--- src/rtl/pll_freq_monitor.sv ---
// PLL output frequency monitor: counts synchronised rising edges of mon_toggle
// per fixed reference window and qualifies lock after consecutive good windows.
module pll_freq_monitor #(
    parameter int WINDOW       = 4096,
    parameter int CNT_W        = 16,
    parameter int EXP_MIN      = 1990,
    parameter int EXP_MAX      = 2010,
    parameter int LOCK_WINDOWS = 4
) (
    input  logic             clk_in,
    input  logic             rst_n,
    input  logic             mon_toggle,
    output logic [CNT_W-1:0] freq_count,
    output logic             count_valid,
    output logic             in_range,
    output logic             locked,
    output logic             lost
);
    localparam int WCNT_W = (WINDOW > 1) ? $clog2(WINDOW) : 1;
    localparam int GOOD_W = $clog2(LOCK_WINDOWS + 1);

    localparam logic [WCNT_W-1:0] WLAST    = WCNT_W'(WINDOW - 1);
    localparam logic [CNT_W-1:0]  CNT_MAX  = '1;
    localparam logic [CNT_W-1:0]  MIN_C    = CNT_W'(EXP_MIN);
    localparam logic [CNT_W-1:0]  MAX_C    = CNT_W'(EXP_MAX);
    localparam logic [GOOD_W-1:0] GOOD_TGT = GOOD_W'(LOCK_WINDOWS);

    typedef enum logic {
        ST_ACQ    = 1'b0,
        ST_LOCKED = 1'b1
    } state_t;

    // Saturating increment: a runaway input pins the count at all-ones.
    function automatic logic [CNT_W-1:0] sat_inc(input logic [CNT_W-1:0] v,
                                                 input logic inc);
        if (inc && (v != CNT_MAX))
            return v + CNT_W'(1);
        return v;
    endfunction

    function automatic logic range_ok(input logic [CNT_W-1:0] v);
        return (v >= MIN_C) && (v <= MAX_C);
    endfunction

    logic              tog_p0, tog_p1, tog_p2;
    logic              strobe;
    logic [WCNT_W-1:0] wcnt;
    logic [CNT_W-1:0]  ecnt;
    logic [CNT_W-1:0]  final_cnt;
    logic              win_end;
    logic              win_ok;

    state_t            state, state_nxt;
    logic [GOOD_W-1:0] good, good_nxt;
    logic              lost_nxt;

    assign strobe    = tog_p1 & ~tog_p2;
    assign win_end   = (wcnt == WLAST);
    assign final_cnt = sat_inc(ecnt, strobe);
    assign win_ok    = range_ok(final_cnt);
    assign locked    = (state == ST_LOCKED);

    // Stage p0/p1 synchronise, p2 holds history for edge detection; the
    // window count and result registers follow the strobe.
    always_ff @(posedge clk_in or negedge rst_n) begin
        if (!rst_n) begin
            tog_p0      <= 1'b0;
            tog_p1      <= 1'b0;
            tog_p2      <= 1'b0;
            wcnt        <= '0;
            ecnt        <= '0;
            freq_count  <= '0;
            count_valid <= 1'b0;
            in_range    <= 1'b0;
            lost        <= 1'b0;
            state       <= ST_ACQ;
            good        <= '0;
        end else begin
            tog_p0      <= mon_toggle;
            tog_p1      <= tog_p0;
            tog_p2      <= tog_p1;
            count_valid <= win_end;
            lost        <= lost_nxt;
            state       <= state_nxt;
            good        <= good_nxt;
            if (win_end) begin
                wcnt       <= '0;
                ecnt       <= '0;
                freq_count <= final_cnt;
                in_range   <= win_ok;
            end else begin
                wcnt <= wcnt + WCNT_W'(1);
                ecnt <= final_cnt;
            end
        end
    end

    always_comb begin
        state_nxt = state;
        good_nxt  = good;
        lost_nxt  = 1'b0;
        if (win_end) begin
            case (state)
                ST_ACQ: begin
                    if (!win_ok) begin
                        good_nxt = '0;
                    end else if (good >= GOOD_TGT - GOOD_W'(1)) begin
                        good_nxt  = GOOD_TGT;
                        state_nxt = ST_LOCKED;
                    end else begin
                        good_nxt = good + GOOD_W'(1);
                    end
                end
                ST_LOCKED: begin
                    if (!win_ok) begin
                        state_nxt = ST_ACQ;
                        good_nxt  = '0;
                        lost_nxt  = 1'b1;
                    end
                end
                default: begin
                    state_nxt = ST_ACQ;
                    good_nxt  = '0;
                end
            endcase
        end
    end

endmodule
--- config.mk ---
export PLATFORM = sky130hd
export DESIGN_NAME = pll_freq_monitor
export DESIGN_NICKNAME = d
export VERILOG_FILES = /design/src/rtl/pll_freq_monitor.sv
export SDC_FILE = /design/constraint.sdc
export NUM_CORES = 1
export LEC_CHECK = 0
export ABC_AREA = 1
export BUFFER_PORTS_ARGS = -buffer_cell sky130_fd_sc_hd__buf_4
export CAP_MARGIN = 20
export CORE_MARGIN = 10
export CORE_UTILIZATION = 50
export CTS_BUF_LIST = sky130_fd_sc_hd__clkbuf_2
export DETAILED_ROUTE_END_ITERATION = 8
export GPL_ROUTABILITY_DRIVEN = 0
export PLACE_DENSITY = 0.75
export SYNTH_ARGS = -nofsm -noshare
export SYNTH_HDL_FRONTEND = slang
export SYNTH_SLANG_ARGS = --single-unit
--- constraint.sdc ---
create_clock -name clk_in -period 2.23 [get_ports clk_in]
set_input_delay 0.3345 -clock clk_in [delete_from_list [all_inputs] [get_ports clk_in]]
set_output_delay 0.3345 -clock clk_in [all_outputs]
set_load 0.02 [all_outputs]
==> metrics.log <==
[metrics] clock transition at the registers of the reported paths: roughly 250 ps
[metrics] total of flip-flops plus latches after synthesis: 54
[metrics] max-slew violation total from the final report: 0
[metrics] logic depth of the worst register-to-register path: 16
[metrics] fraction of layout instances using a drive strength above 1: 25.5%
[metrics] Post-synth EDFFs: 0
[metrics] Ys Warns: 0
[metrics] pin count of the biggest net entering global routing: 55
[metrics] clock period minus worst slack: about 2100 ps
[metrics] Synth Net Count: between 300 and 400
[metrics] deepest level of the CTS H-tree: 2
[metrics] synthesis-to-finish area growth: 19.5%
[metrics] register area: 1360 um^2
[metrics] Worst R2R Start: ecnt[1]
[metrics] hold wc startpoint: tog_p0
[metrics] Setup TNS Final: 0 ps
[metrics] pin slew with the least headroom to its limit: 647 ps
[metrics] maximum fanout encountered on the critical timing path: 7
[metrics] run status: complete, no violations
[metrics] ranking of synthesized cells by area: sky130_fd_sc_hd__dfrtp_1, sky130_fd_sc_hd__nand2_1, sky130_fd_sc_hd__inv_1, sky130_fd_sc_hd__nor2_1, sky130_fd_sc_hd__nand3_1
[metrics] clock tree from TritonCTS: done
[metrics] final setup margin: 138 ps
[metrics] number of global-route vias before repair: around 2,300
[metrics] placeable core region: between 5000 and 6000 um^2
[metrics] post-synthesis cell count: ~370
[metrics] I/O pin count: 23
[metrics] Filler Cells Inserted: 481
[metrics] number of nets in the layout: around 420
[metrics] endpoint class of the critical path: register
[metrics] # placed instances: about 470
[metrics] worst setup slack before clock tree synthesis: between 30 and 40 ps
[metrics] total gr overflow: 0
[metrics] kind of start point of the critical path: register
[metrics] Synth top area share: 47.7%
[metrics] Worst EP arrival: 2490 ps
[metrics] series of cell instances along the critical path: ha_4 -> nand2_4 -> nor2_4 -> nand2_4 -> nor2_4 -> nor2_4 -> buf_6 -> nand2_4 -> nand2_4 -> nor2_4 -> nand2_2 -> nor2_4 -> nand2_2 -> nor2_4 -> nand4_1 -> nand2_1
[metrics] dominant cell type by count on the critical path: sky130_fd_sc_hd__nor2_4
[metrics] master of the slowest instance on the critical path: sky130_fd_sc_hd__dfrtp_1
[metrics] drt initial violations: 146
[metrics] Final Hold Violating Endpoints: 0
[metrics] total setup violations reported at the end of the flow: 0
[metrics] source-to-sink clock delay at the later pin of the worst-skew pair: 430 ps
[metrics] worst max-slew margin expressed relative to the limit: approximately 57%
[metrics] DR pass1 iterations: 6
[metrics] vias after detailed routing: ~2,400
[metrics] clk sink count: 54
[metrics] worst reg2reg setup slack: about 140 ps
[metrics] worst IR drop on VDD: about 0.37 mV
[metrics] most repeated cell in the gate-level netlist after synthesis: sky130_fd_sc_hd__nand2_1
[metrics] mapped cell area: around 2800 um^2
[metrics] number of standard cells in the layout, taps in and fillers out: roughly 480
[metrics] clock buffers created by TritonCTS: 5
[metrics] area leader, netlist: sky130_fd_sc_hd__dfrtp_1
[metrics] share of synthesized area occupied by flip-flops and latches: 47.7%
[metrics] class of the tightest hold or removal check: register to register
[metrics] number of max-cap violations: 0
[metrics] leading register cell type out of synthesis: sky130_fd_sc_hd__dfrtp_1
[metrics] Diodes inserted: 0
[metrics] Post-Route Skew: ~13 ps
[metrics] largest buffer count on any clock path: 2
[metrics] number of nets with antenna violations after detailed routing: 0
[metrics] wire length of the first global-routing pass: 10,900 um
[metrics] Period Utilization, post-route: between 90% and 100%
[metrics] post-synthesis area per instance: 7.64 um^2
[metrics] total power per unit cell area: ~650 nW/um^2
[metrics] Worst Hold End: tog_p1
[metrics] start-to-end type of the worst setup path: register to register
[metrics] input/output buffers: 22
[metrics] via/cell ratio: about 5.1
[metrics] most used standard cells in the synthesized netlist: sky130_fd_sc_hd__nand2_1, sky130_fd_sc_hd__dfrtp_1, sky130_fd_sc_hd__inv_1
[metrics] number of antenna violations at the first check in global routing: 0
[metrics] leakage dissipation: 1.75 nW
[metrics] die width: roughly 95 um
[metrics] WL/cell: 13.3 um
[metrics] delay contributed by the slowest stage of the critical path: ~450 ps
[metrics] GRT Overall Usage: ~15%
[metrics] capture instance of the worst register-to-register path: good[2]
[metrics] Vert. Die Dim: between 90 and 100 um
[metrics] Core Rows: 27
[metrics] # DRC: 0
[metrics] area of combinational cells with multiple inputs: 1370 um^2
[metrics] required time at the worst-slack endpoint: between 2000 and 3000 ps
[metrics] HPWL after DPL: between 4000 and 5000 um
[metrics] highest clock frequency the design can meet: about 480 MHz
[metrics] setup repair after global routing missed its margin: yes
[metrics] count of cell types in the netlist: 24
[metrics] WHS Path Cells: 0
[metrics] Initial Util: approximately half
[metrics] clock root buffer master: sky130_fd_sc_hd__clkbuf_2
[metrics] Die Footprint: just over 9000 um^2
[metrics] final routed wirelength across all metal layers: 6420 um
[metrics] fraction of synthesis flops using an asynchronous set or reset pin: 100%
==> metal layers <==
layer  global-route usage (%)  vias up  share of wire [%]
met3                     3.14        9                4.0
li1                         -     1219                  -
met4                     4.61        0                1.2
met2                     24.2       51                 50
met5                        0        -                  0
met1                     18.9     1161                 44
==> what timing repair did <==
item | CTS | global route
buffers inserted | 1 | 6
pin swaps | 0 | 23
hold buffers | 2 | 0
resized for setup | 0 | 44
endpoints found under the hold margin | 55 | 0
setup endpoints to repair | 3 | 6
==> area by class of cell <==
type	count	area share, %
multi-input cells	256	40.4
flip-flops and latches	54	40.0
repair buffers	40	9.24
inverters	54	5.98
well taps	72	2.66
clock inverters	2	0.997
clock buffers	5	0.739
==> report_power, final <==
part / leakage [nW] / switching, mW / internal (mW) / total, mW
Clock: 0.0365 / 0.290 / 0.180 / 0.470
Sequential: 0.706 / 0.0914 / 1.04 / 1.13
Combinational: 1.01 / 0.375 / 0.208 / 0.583
Total: 1.75 / 0.756 / 1.43 / 2.19
==> cell families (layout without fill, tap and decap cells) <==
family	after synthesis	after routing	share of synthesized area (%)
and+or+nand+nor	213	213	33.4
xor gates and xnor gates	9	9	2.78
adders and majority gates	4	4	1.77
DFF	54	54	47.7
AOI/OAI and AO/OA	30	30	5.83
buffers and inverters	61	101	8.61
==> per-stage QoR <==
stage,power [mW],utilization [%],hold slack [ps],area [um^2]
floorplan,1.46,-,38.9,2840
global placement,1.59,56.6,334,3120
detailed placement,1.59,56.6,345,3120
CTS,2.07,58.2,395,3200
global route,2.31,61.5,418,3390
finish,2.19,61.5,390,3390
==> cells in the final DEF (no fill, tap or decap), types with 7 or more instances in the layout <==
cell and instances:
sky130_fd_sc_hd__buf_4 36, sky130_fd_sc_hd__dfrtp_1 51, sky130_fd_sc_hd__inv_1 48, sky130_fd_sc_hd__nand2_1 93, sky130_fd_sc_hd__nand2_2 22, sky130_fd_sc_hd__nand3_1 17, sky130_fd_sc_hd__nand4_1 11, sky130_fd_sc_hd__nor2_1 43
sky130_fd_sc_hd__nor2_2 7, sky130_fd_sc_hd__nor2_4 8, sky130_fd_sc_hd__o21ai_0 14, sky130_fd_sc_hd__o21ai_1 8, sky130_fd_sc_hd__xor2_1 8
==> worst max path at each step <==
stage	to	start	cells after the start	slack, ps
4_1_cts	good[2]	ecnt[0]	16	60
3_5_place_dp	good[2]	ecnt[1]	16	30
6_report	good[2]	ecnt[1]	16	140
5_1_grt	good[2]	ecnt[3]	14	-40
2_1_floorplan	locked	ecnt[0]	15	210
3_3_place_gp	good[2]	ecnt[1]	16	130
==> critical path: cells and delay by family, from the launching register on <==
kind | cells | cell delay (ps)
simple gates | 14 | 1280
flops | 1 | 450
fa+ha+maj | 1 | 180
buf+inv | 1 | 140
==> registers in the layout, indices dropped and copies added, names as in the netlist <==
name         count
count_valid      1
ecnt            16
freq_count      16
good             3
in_range         1
locked           1
lost             1
tog_p0           1
tog_p1           1
tog_p2           1
wcnt            12
Note: power is estimated with default switching activity, not from simulation.
